### src/rtl/zet_fetch_prefetch.sv
// Instruction prefetch queue for the Zet fetch stage: reads sequential 16-bit
// words over Wishbone into a small first-word-fall-through FIFO tagged with addresses.
module zet_fetch_prefetch #(
   parameter int          DEPTH_LOG2 = 2,
   parameter logic [18:0] RESET_ADR  = 19'h7FFF8
) (
   input  logic                  clk_i,
   input  logic                  rst_i,
   input  logic                  flush_i,
   input  logic [18:0]           flush_adr_i,
   input  logic                  rd_i,
   output logic                  q_valid_o,
   output logic [15:0]           q_dat_o,
   output logic [18:0]           q_adr_o,
   output logic [DEPTH_LOG2:0]   q_count_o,
   output logic [18:0]           wbm_adr_o,
   output logic [1:0]            wbm_sel_o,
   output logic                  wbm_cyc_o,
   output logic                  wbm_stb_o,
   input  logic [15:0]           wbm_dat_i,
   input  logic                  wbm_ack_i
);

   localparam int DEPTH = 1 << DEPTH_LOG2;
   localparam logic [DEPTH_LOG2:0]   FULL_COUNT = (DEPTH_LOG2 + 1)'(DEPTH);
   localparam logic [DEPTH_LOG2:0]   CNT_ONE    = (DEPTH_LOG2 + 1)'(1);
   localparam logic [DEPTH_LOG2-1:0] PTR_ONE    = DEPTH_LOG2'(1);

   typedef enum logic [1:0] {IDLE, REQ, DRAIN} state_t;

   state_t                state_reg;
   logic [18:0]           fetch_adr_reg;
   logic [18:0]           wbm_adr_reg;
   logic                  cyc_reg;

   logic [15:0]           dat_mem [DEPTH];
   logic [18:0]           adr_mem [DEPTH];
   logic [DEPTH_LOG2-1:0] wr_ptr_reg;
   logic [DEPTH_LOG2-1:0] rd_ptr_reg;
   logic [DEPTH_LOG2:0]   count_reg;

   logic push;
   logic pop;
   logic issue;

   // Flush outranks both push and pop; data acked during a flush is dropped.
   always_comb begin
      push  = (state_reg == REQ) && wbm_ack_i && !flush_i;
      pop   = rd_i && (count_reg != '0) && !flush_i;
      issue = (state_reg == IDLE) && !flush_i && (count_reg < FULL_COUNT);
   end

   always_ff @(posedge clk_i) begin
      if (rst_i) begin
         state_reg     <= IDLE;
         cyc_reg       <= 1'b0;
         fetch_adr_reg <= RESET_ADR;
         wbm_adr_reg   <= RESET_ADR;
      end else begin
         case (state_reg)
            IDLE: begin
               if (flush_i) begin
                  fetch_adr_reg <= flush_adr_i;
               end else if (issue) begin
                  wbm_adr_reg <= fetch_adr_reg;
                  cyc_reg     <= 1'b1;
                  state_reg   <= REQ;
               end
            end
            REQ: begin
               if (flush_i) begin
                  fetch_adr_reg <= flush_adr_i;
                  if (wbm_ack_i) begin
                     cyc_reg   <= 1'b0;
                     state_reg <= IDLE;
                  end else begin
                     state_reg <= DRAIN;
                  end
               end else if (wbm_ack_i) begin
                  fetch_adr_reg <= fetch_adr_reg + 19'd1;
                  cyc_reg       <= 1'b0;
                  state_reg     <= IDLE;
               end
            end
            DRAIN: begin
               // The open cycle must complete; its data is thrown away.
               if (flush_i)
                  fetch_adr_reg <= flush_adr_i;
               if (wbm_ack_i) begin
                  cyc_reg   <= 1'b0;
                  state_reg <= IDLE;
               end
            end
            default: begin
               cyc_reg   <= 1'b0;
               state_reg <= IDLE;
            end
         endcase
      end
   end

   always_ff @(posedge clk_i) begin
      if (push) begin
         dat_mem[wr_ptr_reg] <= wbm_dat_i;
         adr_mem[wr_ptr_reg] <= wbm_adr_reg;
      end
   end

   always_ff @(posedge clk_i) begin
      if (rst_i || flush_i) begin
         wr_ptr_reg <= '0;
         rd_ptr_reg <= '0;
         count_reg  <= '0;
      end else begin
         if (push)
            wr_ptr_reg <= wr_ptr_reg + PTR_ONE;
         if (pop)
            rd_ptr_reg <= rd_ptr_reg + PTR_ONE;
         case ({push, pop})
            2'b10:   count_reg <= count_reg + CNT_ONE;
            2'b01:   count_reg <= count_reg - CNT_ONE;
            default: count_reg <= count_reg;
         endcase
      end
   end

   assign q_valid_o = (count_reg != '0);
   assign q_dat_o   = dat_mem[rd_ptr_reg];
   assign q_adr_o   = adr_mem[rd_ptr_reg];
   assign q_count_o = count_reg;
   assign wbm_adr_o = wbm_adr_reg;
   assign wbm_sel_o = 2'b11;
   assign wbm_cyc_o = cyc_reg;
   assign wbm_stb_o = cyc_reg;

endmodule

### config.mk
export PLATFORM = sky130hd
export DESIGN_NAME = zet_fetch_prefetch
export DESIGN_NICKNAME = d
export VERILOG_FILES = /design/src/rtl/zet_fetch_prefetch.sv
export SDC_FILE = /design/constraint.sdc
export NUM_CORES = 1
export LEC_CHECK = 0
export ABC_CLOCK_PERIOD_IN_PS = 2600
export BUFFER_PORTS_ARGS = -buffer_cell sky130_fd_sc_hd__clkbuf_2
export CAP_MARGIN = 20
export CELL_PAD_IN_SITES_DETAIL_PLACEMENT = 1
export CELL_PAD_IN_SITES_GLOBAL_PLACEMENT = 1
export CORE_MARGIN = 1
export CORE_UTILIZATION = 48
export CTS_CLUSTER_DIAMETER = 30
export DETAILED_ROUTE_END_ITERATION = 10
export PLACE_DENSITY = 0.79
export SLEW_MARGIN = 20
export SYNTH_ARGS = -nofsm -noshare
export SYNTH_HDL_FRONTEND = slang
export SYNTH_SLANG_ARGS = --single-unit
### constraint.sdc
create_clock -name clk_i -period 2.6 [get_ports clk_i]
set_clock_uncertainty 0.05 [all_clocks]
set_input_delay 0.26 -clock clk_i [delete_from_list [all_inputs] [get_ports clk_i]]
set_output_delay 0.26 -clock clk_i [all_outputs]
set_load 0.01 [all_outputs]
==> qor.csv <==
stage;metric;value;unit
global_routing;grt_usage;0.222;
timing;hold_slack;19.5;ps
timing;period_minus_slack;2450;ps
drt;viasPerCell;5.59;
clocking;clk_latency;440;ps
synthesis;yosys-top-cells-area;edfxtp_1 55%, dfxtp_1 13%, mux4_2 10%, nand2_1 2.8%, nand3b_1 1.7%;
synthesis;synth_mux_area_frac;0.103;
layout;biggestRegsByFlops;adr_mem x76, dat_mem x64;
timing;setup_viol;0;
layout;final_area;9170;sq um
layout;syn_to_final_growth;20.2;%
synthesis;yosys.area_share.simple;0.101;
drt;antenna_left;0;
setup_path;worst_ep_arrival_time;2760;ps
global_routing;grt_start_max_net_pins;43;
setup_path;path_class;register to register;
layout;final_util;0.597;
layout;n_antenna_cell;0;
setup_path;required;2910;ps
place;portBuffers;99;
setup_path;crit_path_start_kind;register;
synthesis;synth_top_family_by_area;multiplexers;
synthesis;synth_seq_cells;190;
drt;avgRoutedWirePerCell;20.2;microns
clocking;cts_tree;done;
setup_path;crit_fanout;6;
floorplan;die-area;16400;sq um
clocking;cts_inserted_buffers;17;
floorplan;die_w;128;microns
synthesis;synth_cell_type_count;52;
drt;first_pass_iters;4;
synthesis;synth_ff_type;edfxtp_1;
setup_path;critPathSlowestCell;fa_1;
place;place_area;8440;sq um
synthesis;ys_warn_count;0;
layout;mostFrequentLayoutCells;140 x edfxtp_1, 99 x clkbuf_2, 57 x nand2_1;
timing;setup_tns;0;ps
pwr;p_leak;3.24;nW
synthesis;synth_edf_count;140;
clocking;path_clk_slew;70;ps
timing;maxSlewViolCount;0;
timing;worst_pin_slew;512;ps
drt;drc;0;
synthesis;synthAdderAreaFrac;0.0190;
synthesis;synth_compound_area_frac;0.0641;
timing;period_share;0.943;
timing;finalHoldViolCount;0;
setup_path;critPathCaptureType;register;
clocking;clockRootBuffer;clkbuf_16;
floorplan;core_area;15400;sq um
outcome;outcome;completed;
drt;route.vias.total;4742;
timing;maxSlewHeadroom;0.659;
place;place_hpwl;11400;microns
setup_path;critPathBufInv;3;
layout;largest_reg_flops;76;
layout;top_register;adr_mem;
clocking;clock_sinks;190;
drt;wirelength;17100;microns
layout;final_nets;675;
floorplan;row_count;45;
setup_path;crit_family;adder cells;
floorplan;io-pin-count;102;
place;gp_congestion;0.881;
synthesis;synth_xor_area_frac;0.00574;
synthesis;yosysTopAreaCellShare;0.551;
setup_path;max_stage_delay;370;ps
pwr;ir_drop;0.000538;V
clocking;cts.path.max_buffers;2;
floorplan;initial_utilization;0.496;
global_routing;grt_overflow;0;
synthesis;synth_area;7630;sq um
global_routing;grt_pass1_vias;4980;
timing;fmax;408;MHz
layout;drive_above_1_share;0.308;
pwr;power_density;706;nW/um^2
synthesis;synth_top_area_cell;edfxtp_1;
setup_path;path_cells;inv_1, ha_2, nor2b_2, and2_1, inv_1, ha_2, inv_1, fa_1, xor2_1, or3_1, a21oi_1;
floorplan;fp.dieH;128;microns
synthesis;async_reset_ff_frac;0;
global_routing;grt_pass1_wl;26700;microns
synthesis;ys_seq_area_frac;0.682;
global_routing;antenna_found_initial;0;
synthesis;syn_area_per_cell;15.0;sq um
synthesis;syn_inst;509;
drt;drtIter0Drc;218;
job;drv_cap;0;
layout;final_common_cell;edfxtp_1;
min_path;hold_path_class;input pin to register;
clocking;htreeDepth;4;
timing;rsz0062_at_grt;false;
setup_path;cpMostUsedCell;inv_1;
==> area by class of cell <==
class,count,area (sq um)
Clock buffer,17,425
Clock inverter,15,166
Fill cell,1506,6200
Inverter,11,41.3
Multi-Input combinational cell,279,2270
Sequential cell,190,5210
Tap cell,211,264
Timing Repair Buffer,125,798
==> worst register-to-register path: cells and delay by family, from the launching register on <==
family	cells	cell delay (ps)
AND/OR/NAND/NOR	3	690
flip-flops	1	350
buffers and inverters	3	220
AO/OA/AOI/OAI	1	160
adder cells (fa/ha/maj)	3	760
XOR/XNOR	1	160
==> path summary, 6_finish.rpt <==
path                              startpoint             to  slack (ps)  depth (start not counted)
worst min-delay path            wbm_dat_i[5]  dat_mem[3][5]          20                          1
worst min register to register     wbm_cyc_o      wbm_cyc_o         460                          2
worst max-delay path            state_reg[1]   q_count_o[2]         150                         11
worst max register to register  state_reg[1]   q_count_o[2]         150                         11
==> Yosys cell counts (4+ instances only) <==
library cell,n
a21oi_1,25
nand3_1,9
mux4_2,35
and3_1,7
edfxtp_1,140
nor2_1,29
nor2b_1,5
o21ai_0,15
buf_4,4
nand3b_1,17
nand4_1,6
nand2_1,57
or3_1,4
nor3_1,7
dfxtp_1,50
ha_1,10
inv_1,11
buf_2,12
clkbuf_1,14
a211oi_1,7
==> metal layers <==
metal / track usage / part of all wire / up-vias
met5: 0 / 0 / -
li1: - / - / 2176
met3: 0.0522 / 0.049 / 18
met4: 0.0768 / 0.013 / 0
met1: 0.280 / 0.42 / 2422
met2: 0.379 / 0.52 / 126
==> cell families (layout without fill, tap and decap cells) <==
logic type / Yosys count / after routing
xor gates and xnor gates: 5 / 5
and+or+nand+nor: 152 / 152
adders and majority gates: 11 / 11
buffers and inverters: 41 / 168
AOI/OAI and AO/OA: 74 / 74
other: 1 / 2
DFF: 190 / 190
muxes: 35 / 35
==> repair_timing <==
item | in CTS | in global routing
setup buffers | 0 | 0
hold buffers | 13 | 0
resized for setup | 0 | 4
endpoints found under the setup margin | 0 | 1
endpoints found under the hold margin | 50 | 0
==> report_power, final <==
part	internal (mW)	total [mW]	switching [mW]	leakage [nW]
Sequential	3.34	3.43	0.0984	1.66
Combinational	0.187	0.451	0.264	1.28
Clock	1.51	2.59	1.08	0.296
Total	5.03	6.48	1.45	3.24
==> per-stage QoR <==
stage | std cells | setup WS, ps | power [mW]
6_report | 848 | 147 | 6.48
5_1_grt | 848 | 20.1 | 6.68
4_1_cts | 848 | 54.8 | 6.52
3_5_place_dp | 803 | 71.8 | 3.93
3_3_place_gp | 803 | 217 | 3.90
2_1_floorplan | 510 | 317 | 3.74
No activity file was read; power rests on OpenSTA's default activity.
